## src/rtl/player_shot_if.sv

```systemverilog
// rtl/player_shot_if.sv - frame, fire and hit inputs plus shot position/status outputs of the player shot
interface player_shot_if;
  logic       frame;
  logic       fire;
  logic [9:0] player_x;
  logic       invader_hit;
  logic       shield_hit;
  logic [9:0] shot_x;
  logic [9:0] shot_y;
  logic       shot_active;
  logic       explode;
  logic       score_pulse;

  modport master (
    input  frame, fire, player_x, invader_hit, shield_hit,
    output shot_x, shot_y, shot_active, explode, score_pulse
  );

  modport slave (
    output frame, fire, player_x, invader_hit, shield_hit,
    input  shot_x, shot_y, shot_active, explode, score_pulse
  );
endinterface

```

## src/rtl/player_shot.sv

```systemverilog
// rtl/player_shot.sv - player's single upward laser shot: launch, flight, explosion and cooldown
module player_shot #(
  parameter int SHOT_START_Y    = 440,
  parameter int SHOT_STEP       = 8,
  parameter int SHOT_MIN_Y      = 8,
  parameter int PLAYER_WIDTH    = 32,
  parameter int EXPLODE_FRAMES  = 4,
  parameter int COOLDOWN_FRAMES = 2
) (
  input  logic          clk,
  input  logic          rst,
  player_shot_if.master bus
);

  typedef enum logic [1:0] {IDLE, FLIGHT, EXPLODE, COOLDOWN} state_t;

  localparam logic [10:0] MISS_LIMIT = 11'(SHOT_MIN_Y + SHOT_STEP);

  state_t     state;
  logic       fire_q;
  logic       pending;
  logic [7:0] counter;
  logic       press;

  assign press = bus.fire & ~fire_q;

  always_ff @(posedge clk) begin
    if (rst) begin
      state           <= IDLE;
      fire_q          <= 1'b1;
      pending         <= 1'b0;
      counter         <= 8'd0;
      bus.shot_x      <= 10'd0;
      bus.shot_y      <= 10'd0;
      bus.shot_active <= 1'b0;
      bus.explode     <= 1'b0;
      bus.score_pulse <= 1'b0;
    end else begin
      fire_q          <= bus.fire;
      bus.score_pulse <= 1'b0;
      case (state)
        IDLE: begin
          if (bus.frame && (pending || press)) begin
            bus.shot_x      <= bus.player_x + 10'(PLAYER_WIDTH / 2);
            bus.shot_y      <= 10'(SHOT_START_Y);
            bus.shot_active <= 1'b1;
            pending         <= 1'b0;
            state           <= FLIGHT;
          end else if (press) begin
            pending <= 1'b1;
          end
        end
        FLIGHT: begin
          // A hit outranks the frame move, so the explosion sits where the overlap was seen.
          if (bus.invader_hit || bus.shield_hit) begin
            bus.shot_active <= 1'b0;
            bus.explode     <= 1'b1;
            bus.score_pulse <= bus.invader_hit;
            counter         <= 8'(EXPLODE_FRAMES);
            state           <= EXPLODE;
          end else if (bus.frame) begin
            if ({1'b0, bus.shot_y} < MISS_LIMIT) begin
              bus.shot_active <= 1'b0;
              counter         <= 8'(COOLDOWN_FRAMES);
              state           <= (COOLDOWN_FRAMES == 0) ? IDLE : COOLDOWN;
            end else begin
              bus.shot_y <= bus.shot_y - 10'(SHOT_STEP);
            end
          end
        end
        EXPLODE: begin
          if (bus.frame) begin
            counter <= counter - 8'd1;
            if (counter == 8'd1) begin
              bus.explode <= 1'b0;
              counter     <= 8'(COOLDOWN_FRAMES);
              state       <= (COOLDOWN_FRAMES == 0) ? IDLE : COOLDOWN;
            end
          end
        end
        COOLDOWN: begin
          if (bus.frame) begin
            counter <= counter - 8'd1;
            if (counter == 8'd1) begin
              state <= IDLE;
            end
          end
        end
        default: state <= IDLE;
      endcase
    end
  end

endmodule

```

## src/flat_wrapper.sv

```systemverilog
// flat-port wrapper written by rule: the top's interface ports become plain ports
module player_shot_flat 
#(
  parameter int SHOT_START_Y    = 440,
  parameter int SHOT_STEP       = 8,
  parameter int SHOT_MIN_Y      = 8,
  parameter int PLAYER_WIDTH    = 32,
  parameter int EXPLODE_FRAMES  = 4,
  parameter int COOLDOWN_FRAMES = 2
)
  (clk, rst, bus_frame, bus_fire, bus_player_x, bus_invader_hit, bus_shield_hit, bus_shot_x, bus_shot_y, bus_shot_active, bus_explode, bus_score_pulse);
  player_shot_if bus_i ();
  input  logic clk;
  input  logic rst;
  input wire logic [$bits(bus_i.frame)-1:0] bus_frame;
  input wire logic [$bits(bus_i.fire)-1:0] bus_fire;
  input wire logic [$bits(bus_i.player_x)-1:0] bus_player_x;
  input wire logic [$bits(bus_i.invader_hit)-1:0] bus_invader_hit;
  input wire logic [$bits(bus_i.shield_hit)-1:0] bus_shield_hit;
  output wire logic [$bits(bus_i.shot_x)-1:0] bus_shot_x;
  output wire logic [$bits(bus_i.shot_y)-1:0] bus_shot_y;
  output wire logic [$bits(bus_i.shot_active)-1:0] bus_shot_active;
  output wire logic [$bits(bus_i.explode)-1:0] bus_explode;
  output wire logic [$bits(bus_i.score_pulse)-1:0] bus_score_pulse;
  assign bus_i.frame = bus_frame;
  assign bus_i.fire = bus_fire;
  assign bus_i.player_x = bus_player_x;
  assign bus_i.invader_hit = bus_invader_hit;
  assign bus_i.shield_hit = bus_shield_hit;
  assign bus_shot_x = bus_i.shot_x;
  assign bus_shot_y = bus_i.shot_y;
  assign bus_shot_active = bus_i.shot_active;
  assign bus_explode = bus_i.explode;
  assign bus_score_pulse = bus_i.score_pulse;
  player_shot #(.SHOT_START_Y(SHOT_START_Y), .SHOT_STEP(SHOT_STEP), .SHOT_MIN_Y(SHOT_MIN_Y), .PLAYER_WIDTH(PLAYER_WIDTH), .EXPLODE_FRAMES(EXPLODE_FRAMES), .COOLDOWN_FRAMES(COOLDOWN_FRAMES)) u_core (.clk(clk), .rst(rst), .bus(bus_i));
endmodule
```

## config.mk

```make
export PLATFORM = sky130hd
export DESIGN_NAME = player_shot_flat
export DESIGN_NICKNAME = d
export VERILOG_FILES = /design/src/rtl/player_shot_if.sv /design/src/rtl/player_shot.sv /design/src/flat_wrapper.sv
export SDC_FILE = /design/constraint.sdc
export NUM_CORES = 1
export LEC_CHECK = 0
export CORE_AREA = 8 8 62 78
export CTS_CLUSTER_DIAMETER = 100
export DETAILED_ROUTE_END_ITERATION = 10
export DIE_AREA = 0 0 70 86
export GPL_TIMING_DRIVEN = 0
export MAX_ROUTING_LAYER = met4
export PLACE_DENSITY_LB_ADDON = 0.3
export SLEW_MARGIN = 20
export SYNTH_ARGS = -nofsm -noshare
export SYNTH_HDL_FRONTEND = slang
export SYNTH_SLANG_ARGS = --single-unit
```

## constraint.sdc

```tcl
create_clock -name clk -period 5.35 [get_ports clk]
set_input_delay 1.3375 -clock clk [delete_from_list [all_inputs] [get_ports clk]]
set_output_delay 1.3375 -clock clk [all_outputs]
set_load 0.02 [all_outputs]
```

# Word-level counts from Yosys, hierarchy flattened
# Index checks and enable logic that the tools add are counted.
dict set report op_classes {
  n_addsub 3
  n_lt_le_gt_ge 1
  eq_ne 15
  muxes 32
  n_bitwise 4
  n_reduce_logical 16
}
# op n
set ops {}
lappend ops {{8-bit two-way mux} 6}
lappend ops {{10-bit two-way mux} 4}
lappend ops {{8-bit case mux with 3 select lines} 1}
lappend ops {{10-bit case mux with 2 select lines} 1}
lappend ops {{2-bit two-way mux} 8}
lappend ops {{10-bit by 5-bit adder with 10-bit output (second input constant)} 1}
lappend ops {{10-bit by 5-bit less-than comparator with 1-bit output (second input constant)} 1}
lappend ops {{2-bit inequality test (second input constant)} 5}
lappend ops {{5-bit AND reduction} 2}
lappend ops {{10-bit by 4-bit subtractor with 10-bit output (second input constant)} 1}
lappend ops {{1-bit two-way mux} 9}
lappend ops {{8-bit by 1-bit == test with 1-bit output (second input constant)} 1}
lappend ops {{2-bit by 1-bit inequality test with 1-bit output (second input constant)} 4}
lappend ops {{2-bit case mux with 4 select lines} 1}
lappend ops {{4-bit AND reduction} 2}
lappend ops {{8-bit by 1-bit subtractor with 8-bit output (second input constant)} 1}
lappend ops {{7-bit AND reduction} 1}
lappend ops {{2-bit nonzero test} 3}
lappend ops {{2-bit == test (second input constant)} 2}
lappend ops {{1-bit case mux with 2 select lines} 2}
lappend ops {{2-bit AND reduction} 2}
lappend ops {{3-bit by 1-bit inequality test with 1-bit output (second input constant)} 1}
lappend ops {{3-bit by 2-bit inequality test with 1-bit output (second input constant)} 1}
lappend ops {{1-bit NOT} 3}
lappend ops {{other kinds (7)} 8}
dict set report word_totals {
  regBits 35
  out_inout_bits 23
  word_cells 80
}

# Logic depth before layout (Yosys ltp)
dict set report depth {
  ltp_word 6
  mapped_depth 8
  depth_no_buf 7
}

# Worst setup path after synthesis
# No wires, ideal clock.
dict set report synth_timing {
  path_kind {input -> register}
  start {input port bus_shield_hit}
  end {register u_core.bus.shot_y[9]}
  setup_ns 0.080
  t_arrival_ns 2.673
  path_slack_ns 2.597
  stages 5
  path_buffers 0
  path_cell_list {or3b_1 > a211o_2 > a221oi_4 > nand3_1 > a211oi_2}
}
dict set report synth_via {
  elab_chain_len 3
}
# item line_no
set synth_rtl {}
lappend synth_rtl {{start: declaration} flat_wrapper.sv:19} ;# input wire logic [$bits(bus_i.shield_hit)-1:0] bus_shield_hit;
lappend synth_rtl {{1-bit logical OR} player_shot.sv:55} ;# if (bus.invader_hit || bus.shield_hit) begin
lappend synth_rtl {{2-bit inequality test (no line)} n/a}
lappend synth_rtl {{5-bit AND reduction (no line)} n/a}
lappend synth_rtl {{end signal: assignment} player_shot.sv:45} ;# bus.shot_y <= 10'(SHOT_START_Y);
lappend synth_rtl {{end signal: assignment} player_shot.sv:67} ;# bus.shot_y <= bus.shot_y - 10'(SHOT_STEP);
lappend synth_rtl {{end: declaration} player_shot_if.sv:16} ;# output shot_x, shot_y, shot_active, explode, score_pulse
# No other way between the ends.
# A chain may end at the register's enable or synchronous reset.

# Final worst setup path
# Ends and elaborated chain as after synthesis.

==> run summary <==
core area - 3630 um^2
Critical-path top delay cell - clkdlybuf4s50_1
Max stage delay on crit path - 0.44 ns
vias in the first global route - 1619
Peak supply drop - 0.000400 V
Iter 0 DRT Violations - 91
Final Hold Viols - 0
Area growth syn-to-layout - 28.1%
fmax - 325 MHz
compound-gate portion of the synthesized area - 24.4%
FF+latch area - 641 um^2
RSZ-0062 raised after global routing - false
Worst slew margin - 57.1%
Root Buffer - clkbuf_8
all-layer global routing usage - 14.6%
Die Y - 86 um
CTS tree - done
slew at the pin closest to its max-slew limit - 0.643 ns
Initial Util - 48.2%
DR WL/cell - 14.4 um
setup bufs post-CTS - 0
global-route wire length before repair - 7.18 mm
clock buffer count from CTS - 5
Resized cells post-CTS - 0
sequential fraction of the synthesis area - 36.6%
Worst Setup Slack, final - 2.27 ns
Distinct cells, synth - 55
Final ANT Viol Nets - 0
Worst Path Arrival - 3.28 ns
Final Power - 985 uW
# DRC - 0
delay-heaviest family, CP - compound AO/OA/AOI/OAI gates
post-layout min period - 3.08 ns
CP Launch Type - input port
Avg Vias per Cell - 5.50
LEAKAGE - 0.843 nW
H-tree levels - 2
grt ovf - 0
post-synthesis simple-gate area fraction - 22.6%
HP Class - register to register
pre-CTS setup slack - 1.97 ns
Synth Flop Type - dfxtp_1
layout net count - 277
#FFs+latches synth - 32
clk sinks - 32
area taken by multi-input logic gates - 1000 um^2
row cnt - 25
# fillers - 328
period utilisation layout - 57.6%
max cap viols - 0
io pins - 39
largest net degree at the start of global routing - 11
max-slew violation count - 0
Synth Area in XOR/XNOR - 3.51%
clk slew on worst S/H paths - 0.07 ns
power density over cell area - 440 nW/um^2
mux contribution to synthesized area - 0.573%
status - completed
largest family of logic cells by synthesized area - compound AO/OA/AOI/OAI gates
Buffers & Inverters on Critical Path - 1
Final setup viols - 0
Setup Skew - 0.00499 ns
total number of vias - 1618
Clock Latency Late Sink - 0.29 ns
RePlAce Congestion - 0.840
Die X - 70 um
initial antenna violation count - 0
fraction of layout cells with a size suffix above 1 - 9.45%
crit end category - register
yosys warns - 0
CP Max Fanout - 5
# diodes - 0
final WL - 4.23 mm
Detailed Routing Iterations Pass 1 - 4
CP Data Required Time - 5.56 ns
post-detail-place hpwl - 3.23 mm
Synth Cell Area - 1750 um^2
async set-or-reset flop fraction in the synthesized netlist - 0%
Setup TNS - 0 ns
worst-case clock buffer depth - 2
worst reg-to-reg setup slack - 3.04 ns
CP Class - input port to register
Hold-fix buffers, CTS - 0
Syn Area/Cell - 8.32 um^2
Port Buffers - 34
Critical Path, Cell by Cell - clkdlybuf4s50_1, or3b_1, a211o_2, a221oi_4, nand3_1, a211oi_2
Syn Inst Count - 210
final core area utilization - 61.7%
Post-synth EDFFs - 0
Die Area - 6020 um^2
post-synthesis adder-cell area fraction - 5.73%
==> power breakdown <==
part | switching (mW) | internal (mW)
sequential | 0.0424 | 0.281
combinational | 0.262 | 0.204
clock | 0.0919 | 0.103
total | 0.397 | 0.588
==> flip-flops by register name (all words and copies together) (netlist names) <==
| register | flops |
|---|---|
| u_core.pending | 1 |
| u_core.state | 2 |
| u_core.bus.shot_active | 1 |
| u_core.bus.shot_x | 10 |
| u_core.bus.shot_y | 7 |
| u_core.counter | 8 |
| u_core.bus.explode | 1 |
| u_core.bus.score_pulse | 1 |
| u_core.fire_q | 1 |
==> area by class of cell <==
type	instances	share of cell area, %
plain buffers	12	2.74
clock inverters	2	0.447
clock buffers	6	3.69
repair buffers	34	15.2
well taps	40	2.24
inverters	13	2.18
flip-flops and latches	32	28.6
multi-input cells	155	44.9
==> worst min-delay path: cells and delay by family, from the launching register on <==
family	cells	cell delay, ns
AND/OR/NAND/NOR	1	0.05
AO/OA/AOI/OAI	1	0.05
flip-flops	1	0.31
==> metrics by stage <==
stage | hold slack (ns) | cell area (um^2) | std cells
after global placement | 0.442 | 2150 | 286
final | 0.455 | 2240 | 294
after global routing | 0.464 | 2240 | 294
after floorplan | 0.458 | 1760 | 212
after CTS | 0.455 | 2240 | 294
after detailed placement | 0.446 | 2150 | 286
==> Yosys cell counts, types with 2 or more instances <==
| master | instances | area [um^2] |
|---|---|---|
| a31o_2 | 3 | 26.3 |
| nand3_1 | 10 | 50.1 |
| a21o_1 | 3 | 22.5 |
| xnor2_1 | 5 | 43.8 |
| xor2_1 | 2 | 17.5 |
| nand4_1 | 2 | 12.5 |
| clkbuf_1 | 7 | 26.3 |
| buf_4 | 4 | 30.0 |
| o32ai_1 | 2 | 17.5 |
| nor4_1 | 2 | 12.5 |
| or2_2 | 2 | 12.5 |
| o31ai_1 | 2 | 15.0 |
| o21ai_0 | 2 | 10.0 |
| a21oi_1 | 20 | 100 |
| nor2b_1 | 2 | 12.5 |
| nand2b_1 | 2 | 12.5 |
| ha_1 | 8 | 100 |
| nor3_1 | 5 | 25.0 |
| inv_1 | 13 | 48.8 |
| nand2_1 | 23 | 86.3 |
| nor2_1 | 18 | 67.6 |
| a211oi_1 | 6 | 45.0 |
| and3_1 | 2 | 12.5 |
| a221oi_1 | 3 | 26.3 |
| dfxtp_1 | 32 | 641 |
==> cell families (layout without fill, tap and decap cells) <==
logic type,Yosys count,after routing
AO/OA/AOI/OAI,58,58
multiplexers,1,1
AND/OR/NAND/NOR,78,78
other,1,3
flip-flops,32,32
adder cells (fa/ha/maj),8,8
buffers and inverters,25,67
XOR/XNOR,7,7
==> per-layer routing <==
layer	track usage [%]	vias up	wire length, um
met5	-	-	0
met4	5.31	0	61
met3	3.81	5	136
met2	26.0	30	2210
met1	15.2	751	1820
li1	-	832	-
==> path summary, 6_finish.rpt <==
kind                                startpoint                                 to  cells past startpoint
max                             bus_shield_hit  u_core.bus.shot_y[9]$_SDFFE_PP0P_                      6
min          u_core.bus.shot_x[5]$_SDFFE_PP0P_  u_core.bus.shot_x[5]$_SDFFE_PP0P_                      2
max reg2reg       u_core.state[1]$_SDFFE_PP0P_  u_core.bus.shot_y[9]$_SDFFE_PP0P_                      8
min reg2reg  u_core.bus.shot_x[5]$_SDFFE_PP0P_  u_core.bus.shot_x[5]$_SDFFE_PP0P_                      2
==> placed cells by master (no fill, tap or decap), types with 3 or more instances in the layout <==
cell type         n
buf_4             4
a211oi_1          6
conb_1            3
nand2_1          23
clkdlybuf4s50_1  34
inv_1            13
nor2_1           18
ha_1              8
clkbuf_1          7
clkbuf_8          6
a21o_1            3
nand3_1          10
a31o_2            3
xnor2_1           5
a221oi_1          3
a21oi_1          20
dfxtp_1          32
nor3_1            5
No activity file was read; power rests on OpenSTA's default activity.
